## src/rtl/arb_pkg.sv

```systemverilog
`timescale 1ns/1ps
// Shared definitions for the round-robin arbiter: FSM state encoding,
// default sizing and the one-hot helper used to build the grant vector.
package arb_pkg;

  // Default number of requesters and maximum grant length.
  localparam int N_DEF        = 4;
  localparam int MAX_HOLD_DEF = 16;

  // Widest requester count supported; onehot() works at this width and
  // callers truncate to their own N.
  localparam int MAX_N = 8;

  // Arbiter FSM states.
  typedef enum logic [1:0] {
    IDLE  = 2'd0,
    BUSY  = 2'd1,
    GUARD = 2'd2
  } state_t;

  // Index to one-hot vector at the widest supported requester count.
  function automatic logic [MAX_N-1:0] onehot(input logic [2:0] idx);
    return MAX_N'(1) << idx;
  endfunction

endpackage

```

## src/rtl/rr_pick.sv

```systemverilog
`timescale 1ns/1ps
// Round-robin winner selection. Purely combinational: scans req starting at
// ptr and wrapping modulo N, returning the first set index and a valid flag.
module rr_pick
  import arb_pkg::*;
#(
  parameter int N   = N_DEF,
  parameter int IDW = $clog2(N)
) (
  input  logic [N-1:0]   req,
  input  logic [IDW-1:0] ptr,
  output logic [IDW-1:0] winner,
  output logic           valid
);

  // Walk offsets from the farthest to the nearest so the last hit, which
  // overwrites earlier ones, is the requester closest to ptr.
  always_comb begin
    int             idx;
    logic [IDW-1:0] idx_w;
    // NOTE: every output and temporary gets a default before the loop so no
    // path leaves a value unassigned, which would otherwise infer a latch.
    winner = '0;
    valid  = 1'b0;
    idx    = 0;
    idx_w  = '0;
    for (int off = N - 1; off >= 0; off--) begin
      idx = int'(ptr) + off;
      if (idx >= N) begin
        idx = idx - N;
      end
      idx_w = IDW'(idx);
      if (req[idx_w]) begin
        winner = idx_w;
        valid  = 1'b1;
      end
    end
  end

endmodule

```

## src/rtl/rr_arbiter_ctrl.sv

```systemverilog
`timescale 1ns/1ps
// Round-robin arbiter for a single shared resource. Grants one requester at a
// time with a registered one-hot grant, holds it until done, request drop or
// a hold timeout, then inserts one guard cycle and rotates priority.
module rr_arbiter_ctrl
  import arb_pkg::*;
#(
  parameter int N        = N_DEF,
  parameter int MAX_HOLD = MAX_HOLD_DEF,
  parameter int IDW      = $clog2(N)
) (
  input  logic           clock,
  input  logic           reset_b,
  input  logic [N-1:0]   req,
  input  logic           done,
  output logic [N-1:0]   grant,
  output logic [IDW-1:0] grant_id,
  output logic           busy,
  output logic           timeout
);

  // Hold counter only needs to reach MAX_HOLD-1.
  localparam int             HCW       = $clog2(MAX_HOLD);
  localparam logic [HCW-1:0] HOLD_LAST = HCW'(MAX_HOLD - 1);
  localparam logic [IDW-1:0] ID_LAST   = IDW'(N - 1);

  state_t         state_q,    state_d;
  logic [N-1:0]   grant_q,    grant_d;
  logic [IDW-1:0] grant_id_q, grant_id_d;
  logic [IDW-1:0] ptr_q,      ptr_d;
  logic [HCW-1:0] hold_cnt_q, hold_cnt_d;

  logic [IDW-1:0] pick_winner;
  logic           pick_valid;
  logic [2:0]     winner_ext;
  logic           owner_req;
  logic           timeout_c;

  // Winner search is evaluated every cycle but only consumed in IDLE.
  rr_pick #(
    .N   (N),
    .IDW (IDW)
  ) u_pick (
    .req    (req),
    .ptr    (ptr_q),
    .winner (pick_winner),
    .valid  (pick_valid)
  );

  assign winner_ext = 3'(pick_winner);
  assign owner_req  = req[grant_id_q];

  // Next-state, grant and counter logic; release priority is done, then
  // owner dropping its request, then hold timeout.
  always_comb begin
    state_d    = state_q;
    grant_d    = grant_q;
    grant_id_d = grant_id_q;
    ptr_d      = ptr_q;
    hold_cnt_d = hold_cnt_q;
    timeout_c  = 1'b0;

    unique case (state_q)
      IDLE: begin
        if (pick_valid) begin
          state_d    = BUSY;
          grant_d    = N'(onehot(winner_ext));
          grant_id_d = pick_winner;
          hold_cnt_d = '0;
        end
      end

      BUSY: begin
        hold_cnt_d = hold_cnt_q + HCW'(1);
        if (done || !owner_req || (hold_cnt_q == HOLD_LAST)) begin
          // Timeout only counts when neither earlier condition fired.
          timeout_c  = !done && owner_req;
          state_d    = GUARD;
          grant_d    = '0;
          grant_id_d = '0;
          hold_cnt_d = '0;
          ptr_d      = (grant_id_q == ID_LAST) ? '0 : grant_id_q + IDW'(1);
        end
      end

      GUARD: begin
        state_d = IDLE;
      end

      default: begin
        state_d    = IDLE;
        grant_d    = '0;
        grant_id_d = '0;
        hold_cnt_d = '0;
      end
    endcase
  end

  // State registers; reset clears grant immediately without a clock edge.
  always_ff @(posedge clock or negedge reset_b) begin
    if (!reset_b) begin
      state_q    <= IDLE;
      grant_q    <= '0;
      grant_id_q <= '0;
      ptr_q      <= '0;
      hold_cnt_q <= '0;
    end else begin
      // NOTE: non-blocking assignments so every flop samples the values from
      // before this edge, independent of statement order.
      state_q    <= state_d;
      grant_q    <= grant_d;
      grant_id_q <= grant_id_d;
      ptr_q      <= ptr_d;
      hold_cnt_q <= hold_cnt_d;
    end
  end

  assign grant    = grant_q;
  assign grant_id = grant_id_q;
  assign busy     = (state_q == BUSY);
  assign timeout  = timeout_c;

endmodule

```

## config.mk

```make
export PLATFORM = sky130hd
export DESIGN_NAME = rr_arbiter_ctrl
export DESIGN_NICKNAME = d
export VERILOG_FILES = /design/src/rtl/arb_pkg.sv /design/src/rtl/rr_pick.sv /design/src/rtl/rr_arbiter_ctrl.sv
export SDC_FILE = /design/constraint.sdc
export NUM_CORES = 1
export LEC_CHECK = 0
export CORE_ASPECT_RATIO = 0.9
export CORE_MARGIN = 2
export CORE_UTILIZATION = 44
export CTS_CLUSTER_DIAMETER = 150
export DETAILED_ROUTE_END_ITERATION = 16
export GPL_TIMING_DRIVEN = 0
export PLACE_DENSITY = 0.84
export SYNTH_ARGS = -nofsm -noshare
export SYNTH_HDL_FRONTEND = slang
export SYNTH_SLANG_ARGS = --single-unit
```

## constraint.sdc

```tcl
create_clock -name clock -period 1.5 [get_ports clock]
set_clock_uncertainty 0.1 [all_clocks]
set_input_delay 0.225 -clock clock [delete_from_list [all_inputs] [get_ports clock]]
set_output_delay 0.225 -clock clock [all_outputs]
set_load 0.02 [all_outputs]
```

# --- After elaboration in Yosys (flattened, before gate mapping) ---
# Index checks and enable logic that the tools add are counted.
totals:
  output_inout_bits: 8
  elab_cells: 78
  inputBits: 7
  reg_bits: 14
op_classes:
  n_bitwise: 1
  shifts: 1
  n_reduce_logical: 10
  mux: 37
  n_lt_le_gt_ge: 9
  eq_ne: 6
  n_addsub: 9
op_table:
  columns: ["cell", "count"]
  rows:
  - ["2-bit two-way mux", 13]
  - ["4-bit case mux with 3 select lines", 2]
  - ["4-bit two-way mux", 4]
  - ["2-bit by 3-bit < comparator with 1-bit output, second input constant", 5]
  - ["1-bit two-way mux", 11]
  - ["1-bit binary-select mux with 2-bit select", 5]
  - ["3-bit greater-or-equal comparator, second input constant", 3]
  - ["2-bit by 1-bit subtractor with 2-bit output, second input constant", 4]
  - ["2-bit by 2-bit adder with 3-bit output, second input constant", 2]
  - ["2-bit case mux with 3 select lines", 1]
  - ["2-bit AND reduction", 3]
  - ["4-bit by 1-bit adder with 4-bit output, second input constant", 1]
  - ["2-bit == test, second input constant", 2]
  - ["4-bit == test, second input constant", 1]
  - ["2-bit case mux with 2 select lines", 1]
  - ["1-bit by 2-bit left shift with 4-bit output, first input constant", 1]
  - ["2-bit by 1-bit adder with 3-bit output, second input constant", 1]
  - ["2-bit by 3-bit greater-or-equal comparator with 1-bit output, second input constant", 1]
  - ["3-bit AND reduction", 1]
  - ["2-bit by 1-bit adder with 2-bit output, second input constant", 1]
  - ["2-bit by 1-bit == test with 1-bit output, second input constant", 1]
  - ["1-bit logical NOT", 2]
  - ["2-bit logical NOT", 1]
  - ["1-bit logical OR", 2]
  - ["other kinds (4)", 4]

# --- Depth between registers and ports, before layout ---
depth:
  depth_word: 12
  mapped_depth: 4
  ltp_nobuf: 4

# --- Hierarchy ---
# Synthesis repeated with hierarchy kept, for this count alone.
unflattened:
  cells_unflattened: 73
  hier_area_um2: 789.5
modules_own_cells:
  columns: ["module", "seq_area_each_um2", "cells_each", "area_per_inst_um2", "instances"]
  rows:
  - ["rr_arbiter_ctrl", 350.3, 60, 711.9, 1]
  - ["rr_pick", 0.0, 13, 77.6, 1]

# --- Worst setup path before layout ---
# Ideal clock, no wire load.
synth_path:
  path_kind: "register -> output"
  start: "register grant_id_q[0] (netlist: grant_id[0])"
  end: "output port timeout"
  path_buffers: 0
  t_arrival_ns: 1.388
  setup_slack_ns: -0.213
  required_time_ns: 1.175
  path_stages_with_launch: 5
  cell_sequence: "dfrtp_1 > or2_1 > o22ai_4 > nand2_1 > nor2_1"
synth_via:
  elab_chain_len: 7
  elab_cells_between_ends: 8
  classes_between: "4 x mux; 4 x reduce/logical"
synth_rtl:
  columns: ["element", "line_no", "source"]
  rows:
  - ["start, declared", "rr_arbiter_ctrl.sv:29", "logic [IDW-1:0] grant_id_q, grant_id_d;"]
  - ["start signal, assigned", "rr_arbiter_ctrl.sv:112", "grant_id_q <= grant_id_d;"]
  - ["1-bit binary-select mux with 2-bit select (*)", "rr_arbiter_ctrl.sv:51", "assign owner_req = req[grant_id_q];"]
  - ["1-bit two-way mux (not written as such) (*)", "rr_arbiter_ctrl.sv:51", null]
  - ["1-bit logical NOT", "rr_arbiter_ctrl.sv:75", "if (done || !owner_req || (hold_cnt_q == HOLD_LAST)) begin"]
  - ["1-bit logical OR (2 in a row)", "rr_arbiter_ctrl.sv:75", null]
  - ["1-bit two-way mux (*)", "rr_arbiter_ctrl.sv:75", null]
  - ["1-bit two-way mux (*)", "rr_arbiter_ctrl.sv:63", "unique case (state_q)"]
  - ["end, declared", "rr_arbiter_ctrl.sv:19", "output logic timeout"]
# Mark *: on every way between the ends. The rest lies on a longest branch, timed or not. The select of a mux whose other input is x is not followed.

# --- Final worst setup path ---
layout_path:
  start: "register grant_id_q[1] (netlist: grant_id[1])"
  end: "output port timeout"
# The elaborated chain is that of the path after synthesis.

==> impl_metrics.toml <==
[critical_path]
slowest_delay_ns = 0.45
crit_type = "reg -> out"
crit_path_max_fanout = 4
critical_path_arrival_ns = 1.40
r2r-end = "ptr_q[1]"
required_ns = 1.17
crit_path_top_delay_cell = "dfrtp_2"
regToRegSetupSlack_ns = -0.22
path_cells = "mux2i_2 -> o22ai_4 -> nand2_2 -> nor2_4 -> buf_6"
reg2reg_from = "grant_id[1]"
worstSetupEndpointType = "output pin"
cp-start-kind = "flip-flop"
reg2regPathDepth = 5

[sta]
period_share_pct = 115
worst_slew_pin_slew_ns = 0.627
drv_slew = 0
rsz0062_at_grt = "true"
period_needed_ns = 1.73
slew_headroom_pct = 58.1
fmax_mhz = 578
setup_viol = 9
hold_viol = 0
setup_slack_ns = -0.230

[global_routing]
antenna_found_initial = 0
grt_max_degree = 15
grt_overflow = 0
grt_pass1_vias = 691
grt_util_all_layers_pct = 19.7
grt_pass1_wl_microns = 3150

[routing]
num_vias = 686
drt_iter0_markers = 19
viasPerCell = 5.62
drt_first_pass_iters = 4
drc = 0
ant_nets = 0
wl_microns = 1950
detail_route.wl_per_cell_microns = 16.0

[finish]
syn_to_final_growth_pct = 41.6
antenna_cells = 0
final_nets = 108
fin_cells = 122
drive_above_1_share_pct = 32.7
fin_area_sq_um = 1110

[flow_run]
cap_violations = 0

[die]
coreArea_sq_um = 1660
design.die.area_sq_um = 2130
io_pins = 15
start_util_pct = 47.0
fp.dieH_microns = 44.0
placementRows = 14
die_w_microns = 48.4

[yosys]
synth_nets = 82
async_reset_ff_share_pct = 100
yosysTopAreaCell = "dfrtp_1"
yosysTopAreaCellShare_pct = 44.8
synth-warning-count = 0
synth_common_cells = "14 x dfrtp_1, 7 x nand2_1, 5 x nor2_1"
synth_cell_types = 33
syn_avg_cell_area_sq_um = 10.7
synth-edff-count = 0
synth_top_flop_cell = "dfrtp_1"
seq_area_frac_synth_pct = 44.8
synthCells = 73
yosysMostFrequentCell = "dfrtp_1"
ys_ff_latch = 14
mappedNetlistArea_sq_um = 782
synth_area_leaders = "dfrtp_1 45%, mux2_4 3.8%, nand2_1 3.4%"

[clock_tree]
clockRootBuffer = "clkbuf_4"
clk_latency_ns = 0.28
clkSinkCount = 14
clock_path_buffers = 2
cts_tree = "yes"
h-tree-depth = 1
hold_buffers = 0
numCtsBuffers = 3
clk_pin_slew_ns = 0.09

[min_path]
worstHoldPathType = "in -> async"

[placed_design]
io_buffer_count = 14
hpwl_microns = 1320
place.gp.congestion = 0.728
placed_area_sq_um = 976
dp_cells = 111

[outcome]
outcome = "complete, but fails checks"
violations = "negative setup slack"

[pwr]
vdd_drop_max_uv = 1010
p_leak_nw = 0.488
power_mw = 1.98
p_per_area_nw_per_um2 = 1790
[layer usage]
metal  wire length, microns  global-route usage, %  up-vias
met2                    967                   31.1       18
met4                     16                   9.14        0
li1                       -                      -      322
met3                    109                   5.86        4
met1                    856                   25.3      342
met5                      0                      0        -
[state kept, by name (all words and copies together) (netlist names)]
signal	count
grant_id	2
ptr_q	2
grant	4
state_q	2
hold_cnt_q	4
[worst max path at each step]
stage                      from        to  depth (start not counted)
floorplan           grant_id[1]  ptr_q[0]                          4
global placement         req[3]   timeout                          6
detailed placement       req[3]   timeout                          6
CTS                 grant_id[0]   timeout                          5
global route        grant_id[1]   timeout                          5
finish              grant_id[1]   timeout                          5
[report_power, final]
group / internal [mW] / leakage [nW] / total (mW) / switching [mW]
Sequential: 0.514 / 0.180 / 0.649 / 0.134
Combinational: 0.534 / 0.286 / 1.05 / 0.516
Clock: 0.148 / 0.0210 / 0.279 / 0.131
Total: 1.20 / 0.488 / 1.98 / 0.782
[final cells by class]
type                       instances  area [sq um]
buffer                             1          7.51
clock buffer                       4          36.3
fill                             119           557
inverter                           3          11.3
multi-input combinational         55           485
sequential                        14           353
tap                               24          30.0
timing repair buffer              21           184
[stage by stage]
step	utilization (%)	setup WS, ns	TNS (ns)	hold WS, ns
after global routing	66.5	-0.293	-2.10	0.275
after CTS	63.8	-0.236	-1.33	0.244
after global placement	58.6	-0.885	-5.70	0.379
final	66.5	-0.230	-1.50	0.223
after floorplan	-	-0.0712	-0.351	-0.171
after detailed placement	58.6	-0.905	-6.26	0.373
[worst max-delay path, delay by kind of cell, from the launching register on]
family | cells | cell delay (ns)
flip-flops | 1 | 0.45
AND/OR/NAND/NOR | 2 | 0.19
AO/OA/AOI/OAI | 1 | 0.18
multiplexers | 1 | 0.17
buffers and inverters | 1 | 0.12
[cells in the final DEF (no fill, tap or decap), types with 2 or more instances in the layout]
cell and n:
dfrtp_1 12, buf_4 9, dlygate4sd2_1 8, nand2_1 6, nor2b_1 4, nor2_1 4, inv_1 3, nand3_1 3
o21ai_1 3, a22o_1 3, clkbuf_4 3, mux2i_2 2, mux2_4 2, nor3_1 2, o2bb2ai_1 2, dfrtp_2 2
clkdlybuf4s50_1 2
[cell families (layout without fill, tap and decap cells)]
| kind of cell | Yosys count | in the layout | share of synthesized area [%] |
|---|---|---|---|
| AO/OA/AOI/OAI | 20 | 20 | 25.0 |
| flip-flops | 14 | 14 | 44.8 |
| buffers and inverters | 4 | 29 | 1.92 |
| multiplexers | 4 | 4 | 6.40 |
| AND/OR/NAND/NOR | 29 | 29 | 18.7 |
| adder cells (fa/ha/maj) | 2 | 2 | 3.20 |
[timing repair]
item,CTS,global route
gates resized for setup,24,9
setup endpoints to repair,20,14
pin swaps,4,1
setup buffers,6,1
(Power assumes the default switching activity.)
